$ cat src/rtl/stopwatch_pkg.sv
// Shared constants for the stopwatch: BCD limits, seven-segment codes and
// digit-select / anode patterns.
package stopwatch_pkg;

   localparam logic [3:0] BCD_ONES_MAX = 4'd9;
   localparam logic [3:0] BCD_TENS_MAX = 4'd5;

   // Active-low segment codes, bit order {g,f,e,d,c,b,a}
   localparam logic [6:0] SEG_0     = 7'b1000000;
   localparam logic [6:0] SEG_1     = 7'b1111001;
   localparam logic [6:0] SEG_2     = 7'b0100100;
   localparam logic [6:0] SEG_3     = 7'b0110000;
   localparam logic [6:0] SEG_4     = 7'b0011001;
   localparam logic [6:0] SEG_5     = 7'b0010010;
   localparam logic [6:0] SEG_6     = 7'b0000010;
   localparam logic [6:0] SEG_7     = 7'b1111000;
   localparam logic [6:0] SEG_8     = 7'b0000000;
   localparam logic [6:0] SEG_9     = 7'b0010000;
   localparam logic [6:0] SEG_BLANK = 7'b1111111;

   localparam logic [3:0] AN_SEC_ONES = 4'b1110;
   localparam logic [3:0] AN_SEC_TENS = 4'b1101;
   localparam logic [3:0] AN_MIN_ONES = 4'b1011;
   localparam logic [3:0] AN_MIN_TENS = 4'b0111;

   typedef enum logic [1:0] {
      DIG_SEC_ONES = 2'd0,
      DIG_SEC_TENS = 2'd1,
      DIG_MIN_ONES = 2'd2,
      DIG_MIN_TENS = 2'd3
   } digit_sel_e;

   function automatic logic [3:0] anode_of(digit_sel_e sel);
      anode_of = AN_SEC_ONES;
      case (sel)
         DIG_SEC_ONES: anode_of = AN_SEC_ONES;
         DIG_SEC_TENS: anode_of = AN_SEC_TENS;
         DIG_MIN_ONES: anode_of = AN_MIN_ONES;
         DIG_MIN_TENS: anode_of = AN_MIN_TENS;
         default:      anode_of = AN_SEC_ONES;
      endcase
   endfunction

   function automatic digit_sel_e next_sel(digit_sel_e sel);
      next_sel = DIG_SEC_ONES;
      case (sel)
         DIG_SEC_ONES: next_sel = DIG_SEC_TENS;
         DIG_SEC_TENS: next_sel = DIG_MIN_ONES;
         DIG_MIN_ONES: next_sel = DIG_MIN_TENS;
         DIG_MIN_TENS: next_sel = DIG_SEC_ONES;
         default:      next_sel = DIG_SEC_ONES;
      endcase
   endfunction

endpackage

$ cat src/rtl/seg7_decode.sv
// Combinational BCD to active-low seven-segment decode; values above 9 blank.
module seg7_decode
   import stopwatch_pkg::*;
(
   input  logic [3:0] bcd_i,
   output logic [6:0] seg_o
);

   always_comb begin
      seg_o = SEG_BLANK;
      case (bcd_i)
         4'd0:    seg_o = SEG_0;
         4'd1:    seg_o = SEG_1;
         4'd2:    seg_o = SEG_2;
         4'd3:    seg_o = SEG_3;
         4'd4:    seg_o = SEG_4;
         4'd5:    seg_o = SEG_5;
         4'd6:    seg_o = SEG_6;
         4'd7:    seg_o = SEG_7;
         4'd8:    seg_o = SEG_8;
         4'd9:    seg_o = SEG_9;
         default: seg_o = SEG_BLANK;
      endcase
   end

endmodule

$ cat src/rtl/stopwatch_count.sv
// MM:SS BCD stopwatch counter driven by an edge-detected tick, with a
// multiplexed four-digit seven-segment scan.
module stopwatch_count
   import stopwatch_pkg::*;
#(
   parameter int unsigned SCAN_BITS = 16
) (
   input  logic        clk_base,
   input  logic        reset,
   input  logic        tick_in,
   input  logic        clear,
   output logic [15:0] digits,
   output logic        rollover,
   output logic [3:0]  an,
   output logic [6:0]  seg
);

   logic                 tick_prev_q;
   logic                 tick_evt;
   logic [15:0]          digits_q, digits_d;
   logic                 rollover_q, rollover_d;
   logic [SCAN_BITS-1:0] scan_q, scan_d;
   digit_sel_e           sel_q, sel_d;
   logic [3:0]           an_q;
   logic [6:0]           seg_q;
   logic [3:0]           shown_digit;
   logic [6:0]           seg_dec;
   logic [3:0]           so_d, st_d, mo_d, mt_d;

   // Previous value resets high so a tick_in already high at release is not an edge
   assign tick_evt = tick_in & ~tick_prev_q;

   always_comb begin
      so_d       = digits_q[3:0];
      st_d       = digits_q[7:4];
      mo_d       = digits_q[11:8];
      mt_d       = digits_q[15:12];
      rollover_d = 1'b0;
      if (clear) begin
         so_d = '0;
         st_d = '0;
         mo_d = '0;
         mt_d = '0;
      end else if (tick_evt) begin
         if (digits_q[3:0] != BCD_ONES_MAX) begin
            so_d = digits_q[3:0] + 4'd1;
         end else begin
            so_d = '0;
            if (digits_q[7:4] != BCD_TENS_MAX) begin
               st_d = digits_q[7:4] + 4'd1;
            end else begin
               st_d = '0;
               if (digits_q[11:8] != BCD_ONES_MAX) begin
                  mo_d = digits_q[11:8] + 4'd1;
               end else begin
                  mo_d = '0;
                  if (digits_q[15:12] != BCD_TENS_MAX) begin
                     mt_d = digits_q[15:12] + 4'd1;
                  end else begin
                     mt_d       = '0;
                     rollover_d = 1'b1;
                  end
               end
            end
         end
      end
      digits_d = {mt_d, mo_d, st_d, so_d};
   end

   always_comb begin
      scan_d = scan_q + 1'b1;
      sel_d  = (scan_q == '1) ? next_sel(sel_q) : sel_q;
   end

   always_comb begin
      shown_digit = digits_q[3:0];
      case (sel_q)
         DIG_SEC_ONES: shown_digit = digits_q[3:0];
         DIG_SEC_TENS: shown_digit = digits_q[7:4];
         DIG_MIN_ONES: shown_digit = digits_q[11:8];
         DIG_MIN_TENS: shown_digit = digits_q[15:12];
         default:      shown_digit = digits_q[3:0];
      endcase
   end

   seg7_decode u_seg7_decode (
      .bcd_i (shown_digit),
      .seg_o (seg_dec)
   );

   // an and seg load from the same select in the same cycle, so they always agree
   always_ff @(posedge clk_base) begin
      if (reset) begin
         tick_prev_q <= 1'b1;
         digits_q    <= '0;
         rollover_q  <= 1'b0;
         scan_q      <= '0;
         sel_q       <= DIG_SEC_ONES;
         an_q        <= AN_SEC_ONES;
         seg_q       <= SEG_0;
      end else begin
         tick_prev_q <= tick_in;
         digits_q    <= digits_d;
         rollover_q  <= rollover_d;
         scan_q      <= scan_d;
         sel_q       <= sel_d;
         an_q        <= anode_of(sel_q);
         seg_q       <= seg_dec;
      end
   end

   assign digits   = digits_q;
   assign rollover = rollover_q;
   assign an       = an_q;
   assign seg      = seg_q;

endmodule

$ cat config.mk
export PLATFORM = sky130hd
export DESIGN_NAME = stopwatch_count
export DESIGN_NICKNAME = d
export VERILOG_FILES = /design/src/rtl/stopwatch_pkg.sv /design/src/rtl/seg7_decode.sv /design/src/rtl/stopwatch_count.sv
export SDC_FILE = /design/constraint.sdc
export NUM_CORES = 1
export LEC_CHECK = 0
export ABC_AREA = 1
export CORE_ASPECT_RATIO = 0.7
export CORE_MARGIN = 3
export CORE_UTILIZATION = 40
export CTS_CLUSTER_DIAMETER = 100
export CTS_CLUSTER_SIZE = 10
export DETAILED_ROUTE_END_ITERATION = 7
export GPL_TIMING_DRIVEN = 0
export PLACE_DENSITY = 0.62
export SLEW_MARGIN = 10
export SYNTH_ARGS = -nofsm -noshare
export SYNTH_HDL_FRONTEND = slang
export SYNTH_SLANG_ARGS = --single-unit
$ cat constraint.sdc
create_clock -name clk_base -period 5.3 [get_ports clk_base]
set_input_delay 1.06 -clock clk_base [delete_from_list [all_inputs] [get_ports clk_base]]
set_output_delay 1.06 -clock clk_base [all_outputs]
set_load 0.02 [all_outputs]
Word-level counts from Yosys, hierarchy flattened
Memories as Yosys holds them, arrays and structs flattened. A register that Yosys moved wholly into a read port is not among the register bits.
Index checks and enable logic that the tools add are counted.

word-level totals
  register bits after elaboration = 40
  latch bits = 0
  memory bits (writable) = 0
  memory bits (read-only) = 112
  input bits = 4
  output and inout port bits = 28
  logic and storage cells = 43
  memories = 1

memories
  memory            words  width  rd ports  clocked after memory_dff  wr ports  line               text
  (name not given)  16     7      1         1                         0         seg7_decode.sv:11  case (bcd_i)

operators by class
  add/sub/neg operators = 5
  $mul = 0
  div/mod/pow operators = 0
  $lt $le $gt $ge = 0
  equal/unequal tests = 8
  shift operators = 0
  multiplexer cells = 8
  bitwise operators = 6
  reduce and logical (&&, ||, !) cells = 6

operators by type and width
  cell                                                   count
  case mux 4 bit (4 select lines)                        2
  adder 16 x 1 -> 16 bit, second input constant          1
  adder 4 x 1 -> 4 bit, second input constant            4
  == test 16 bit, second input constant                  1
  2-to-1 mux 4 bit                                       4
  inequality test 4 x 3 -> 1 bit, second input constant  2
  inequality test 4 bit, second input constant           2
  case mux 2 bit (4 select lines)                        1
  OR reduction 6 bit                                     1
  NOT 1 bit                                              5
  == test 2 bit, second input constant                   2
  AND reduction 4 bit                                    1
  AND reduction 3 bit                                    1
  == test 2 x 1 -> 1 bit, second input constant          1
  logical NOT 2 bit                                      1
  AND reduction 2 bit                                    1
  OR reduction 2 bit                                     1
  AND 1 bit                                              1
  2-to-1 mux 1 bit                                       1

Logic depth before layout (Yosys ltp)
  depth in word-level cells = 4
  mapped depth = 12
  gate-level depth less buffers = 12

By module
Synthesis repeated with hierarchy kept, for this count alone.

second synthesis, totals
  cell total of the unflattened synthesis = 349
  area total of the unflattened synthesis = 2,377.3 sq um

modules (own cells, without submodules)
  module           instances  cells an instance  area each (sq um)  seq. area each (sq um)
  stopwatch_count  1          314                2,189.6            940.9
  seg7_decode      1          35                 187.7              0.0

Worst setup path after synthesis
No wires, ideal clock.

  path kind = input-to-reg
  from = in tick_in
  to = reg digits_q[9] (netlist: digits[9])
  library setup time = 0.120 ns
  arrival = 1.855 ns
  data required time = 5.180 ns
  path slack = 3.325 ns
  stages = 9
  buffers on the path = 0
  path through = inv_1 -> nor2_1 -> nand2_1 -> nor2_4 -> nand2_4 -> nor2_8 -> nand2_1 -> nand3_1 -> o21ai_1

on the way
  cells in the longest elaborated chain, start to end = 2

ends and longest elaborated chain
  what                           line                    text
  from (decl)                    stopwatch_count.sv:10   input logic tick_in,
  AND 1 bit                      stopwatch_count.sv:31   assign tick_evt = tick_in & ~tick_prev_q;
  AND reduction 3 bit (no line)  -
  to (signal assigned)           stopwatch_count.sv:103  digits_q <= digits_d;
  to (decl)                      stopwatch_count.sv:20   logic [15:0] digits_q, digits_d;

Every way passes these cells.
A chain may end at the register's enable or synchronous reset.

Worst setup path in the final report
  from = reg digits_q[4] (netlist: digits[4])
  to = out digits[4]

RTL lines
  what       line                   text
  to (decl)  stopwatch_count.sv:12  output logic [15:0] digits,

No word-level cell between the ends.

==> impl_metrics.ini <==
[outcome]
status = finished clean

[critical_path]
arrival_ns = 1.44
cp-start-kind = register
crit_slowest_cell = clkdlybuf4s50_1
cp-end-kind = primary output
crit_chain = clkdlybuf4s50_1
critPathRequiredTime_ns = 4.24
timing.critical_path.buf_inv = 1
path_class = register to primary output
crit_family = buffers and inverters
slowest_delay_ns = 0.67
cp_max_fo = 7

[finish]
layout_common_cells = 81 x nand2_1, 47 x dfxtp_1, 36 x nor2_1, 30 x clkdlybuf4s50_1
fillCellCount = 551
final_area_um2 = 2740
diodes = 0
fin_util_pct = 51.0
fin_cells = 419
final_common_cell = nand2_1
area_growth_syn_to_layout_pct = 20.4
drive_gt1_share_pct = 9.51
register_area_um2 = 941
multi_input_area_um2 = 1180
num-nets-final = 360

[yosys]
ys_ff_latch = 47
synth_async_sr_flop_share_pct = 0
synth.yosys.seq_area_share_pct = 41.4
yosysWarnings = 0
synth_cells = 311
synth_nets = 323
synth_edf_count = 0
syn_area_per_cell_um2 = 7.31
ys_types = 37
netlist_area_um2 = 2270
synthFlopType = dfxtp_1

[min_path]
hold_path_class = register to register

[routing]
vias_per_cell = 4.71
drt_iter0_markers = 80
wl_per_cell_um = 11.5
drc = 0
firstDrtPassIters = 4
drtAntennaViolNets = 0
vias = 1975
wl_um = 4830

[cts]
cts_resized = 0
postCtsHoldBufs = 0
clock-sinks = 47
root_buffer = clkbuf_8
htree_levels = 2
cts_tree = yes
clk_pin_slew_ns = 0.08
cts_max_path_buffers = 2
postCtsSetupBuffers = 0
cts_buffers = 5
clock_latency_ns = 0.29

[grt]
grt_max_degree = 13
grt_pass1_wl_um = 8470
grt-ovfl-total = 0
grt_pass1_vias = 1765
grt_usage_pct = 16.3
antenna_found_initial = 0

[power_and_ir_drop]
p_total_mw = 0.573
p_leak_nw = 1.02
ir_worst_vdd_v = 0.0000849
power_density_nw_per_um2 = 210

[timing]
setup_tns_ns = 0
period_needed_ns = 2.50
setup_viol = 0
max_slew.worst_pin.slew_ns = 0.467
slew-limit-headroom_pct = 68.9
fmax_mhz = 400
grt_setup_unrepaired = no
finalMaxSlewViolations = 0
fin_crit_sh_pct = 47.2
skew_ns = 0.00309
hold_viol = 0

[placement]
globalplace.congestion = 0.866
io_buffers = 30
dpl_cell_area_um2 = 2660
dp_cells = 413
hpwl_um = 3760

[flow_run]
drv_cap = 0

[floorplanning]
start_util_pct = 42.3
die_w_um = 96.1
die-area_um2 = 6630
ios = 32
rows = 22
die_h_um = 69.1
coreArea_um2 = 5370
routing by layer:
metal | vias to the layer above | global-route usage, % | routed length (µm)
met5 | - | 0 | 0
met2 | 40 | 19.7 | 1740
met1 | 853 | 26.9 | 2780
met3 | 7 | 4.14 | 238
li1 | 1075 | - | -
met4 | 0 | 5.21 | 68
Yosys cell counts (2+ instances only):
| library cell | n | area, µm² |
|---|---|---|
| ha_1 | 8 | 100 |
| nor2_2 | 2 | 12.5 |
| o21ai_0 | 16 | 80.1 |
| nand2_1 | 81 | 304 |
| nor3_1 | 7 | 35.0 |
| nand4_1 | 3 | 18.8 |
| nor2_1 | 36 | 135 |
| inv_2 | 6 | 22.5 |
| a21oi_1 | 29 | 145 |
| or2_2 | 3 | 18.8 |
| nand3_1 | 16 | 80.1 |
| o21ai_2 | 2 | 17.5 |
| dfxtp_1 | 47 | 941 |
| inv_1 | 29 | 109 |
| xor2_1 | 2 | 17.5 |
| nor2_4 | 3 | 33.8 |
final timing paths:
check                  from         to  slack, ns  cells after the start
hold / removal    scan_q[0]  scan_q[0]       0.45                      1
hold reg to reg   scan_q[0]  scan_q[0]       0.45                      1
setup / recovery  digits[4]  digits[4]       2.80                      1
setup reg to reg   sel_q[0]     seg[1]       3.15                      9
sequential cells by signal, indices dropped and copies added, names as in the netlist:
name,cells
an,4
digits,16
rollover,1
scan_q,16
seg,7
sel_q,2
tick_prev_q,1
final cells by class:
| type | instances | area share, % |
|---|---|---|
| sequential | 47 | 34.4 |
| buffer | 3 | 0.732 |
| tap | 72 | 3.29 |
| timing repair buffer | 30 | 11.0 |
| multi-input combinational | 225 | 43.0 |
| clock buffer | 6 | 2.65 |
| inverter | 36 | 4.94 |
kinds of logic (layout without fill, tap and decap cells):
group | after synthesis | count (layout) | synth area share, %
compound gates | 53 | 53 | 13.5
fa+ha+maj | 8 | 8 | 4.41
xor+xnor | 2 | 2 | 0.771
flops | 47 | 47 | 41.4
simple gates | 162 | 162 | 33.1
buf+inv | 39 | 75 | 6.83
where the power goes:
part	internal (mW)	leakage [nW]	switching [mW]
sequential	0.356	0.380	0.00154
combinational	0.00745	0.600	0.0126
clock	0.0880	0.0371	0.108
total	0.451	1.02	0.122
per-stage QoR:
step,worst slack (ns),hold WS [ns]
after floorplan,3.32,0.418
after global placement,2.75,0.430
after detailed placement,2.74,0.439
after CTS,2.78,0.456
after global routing,2.72,0.470
final,2.80,0.449
No activity file was read; power rests on OpenSTA's default activity.
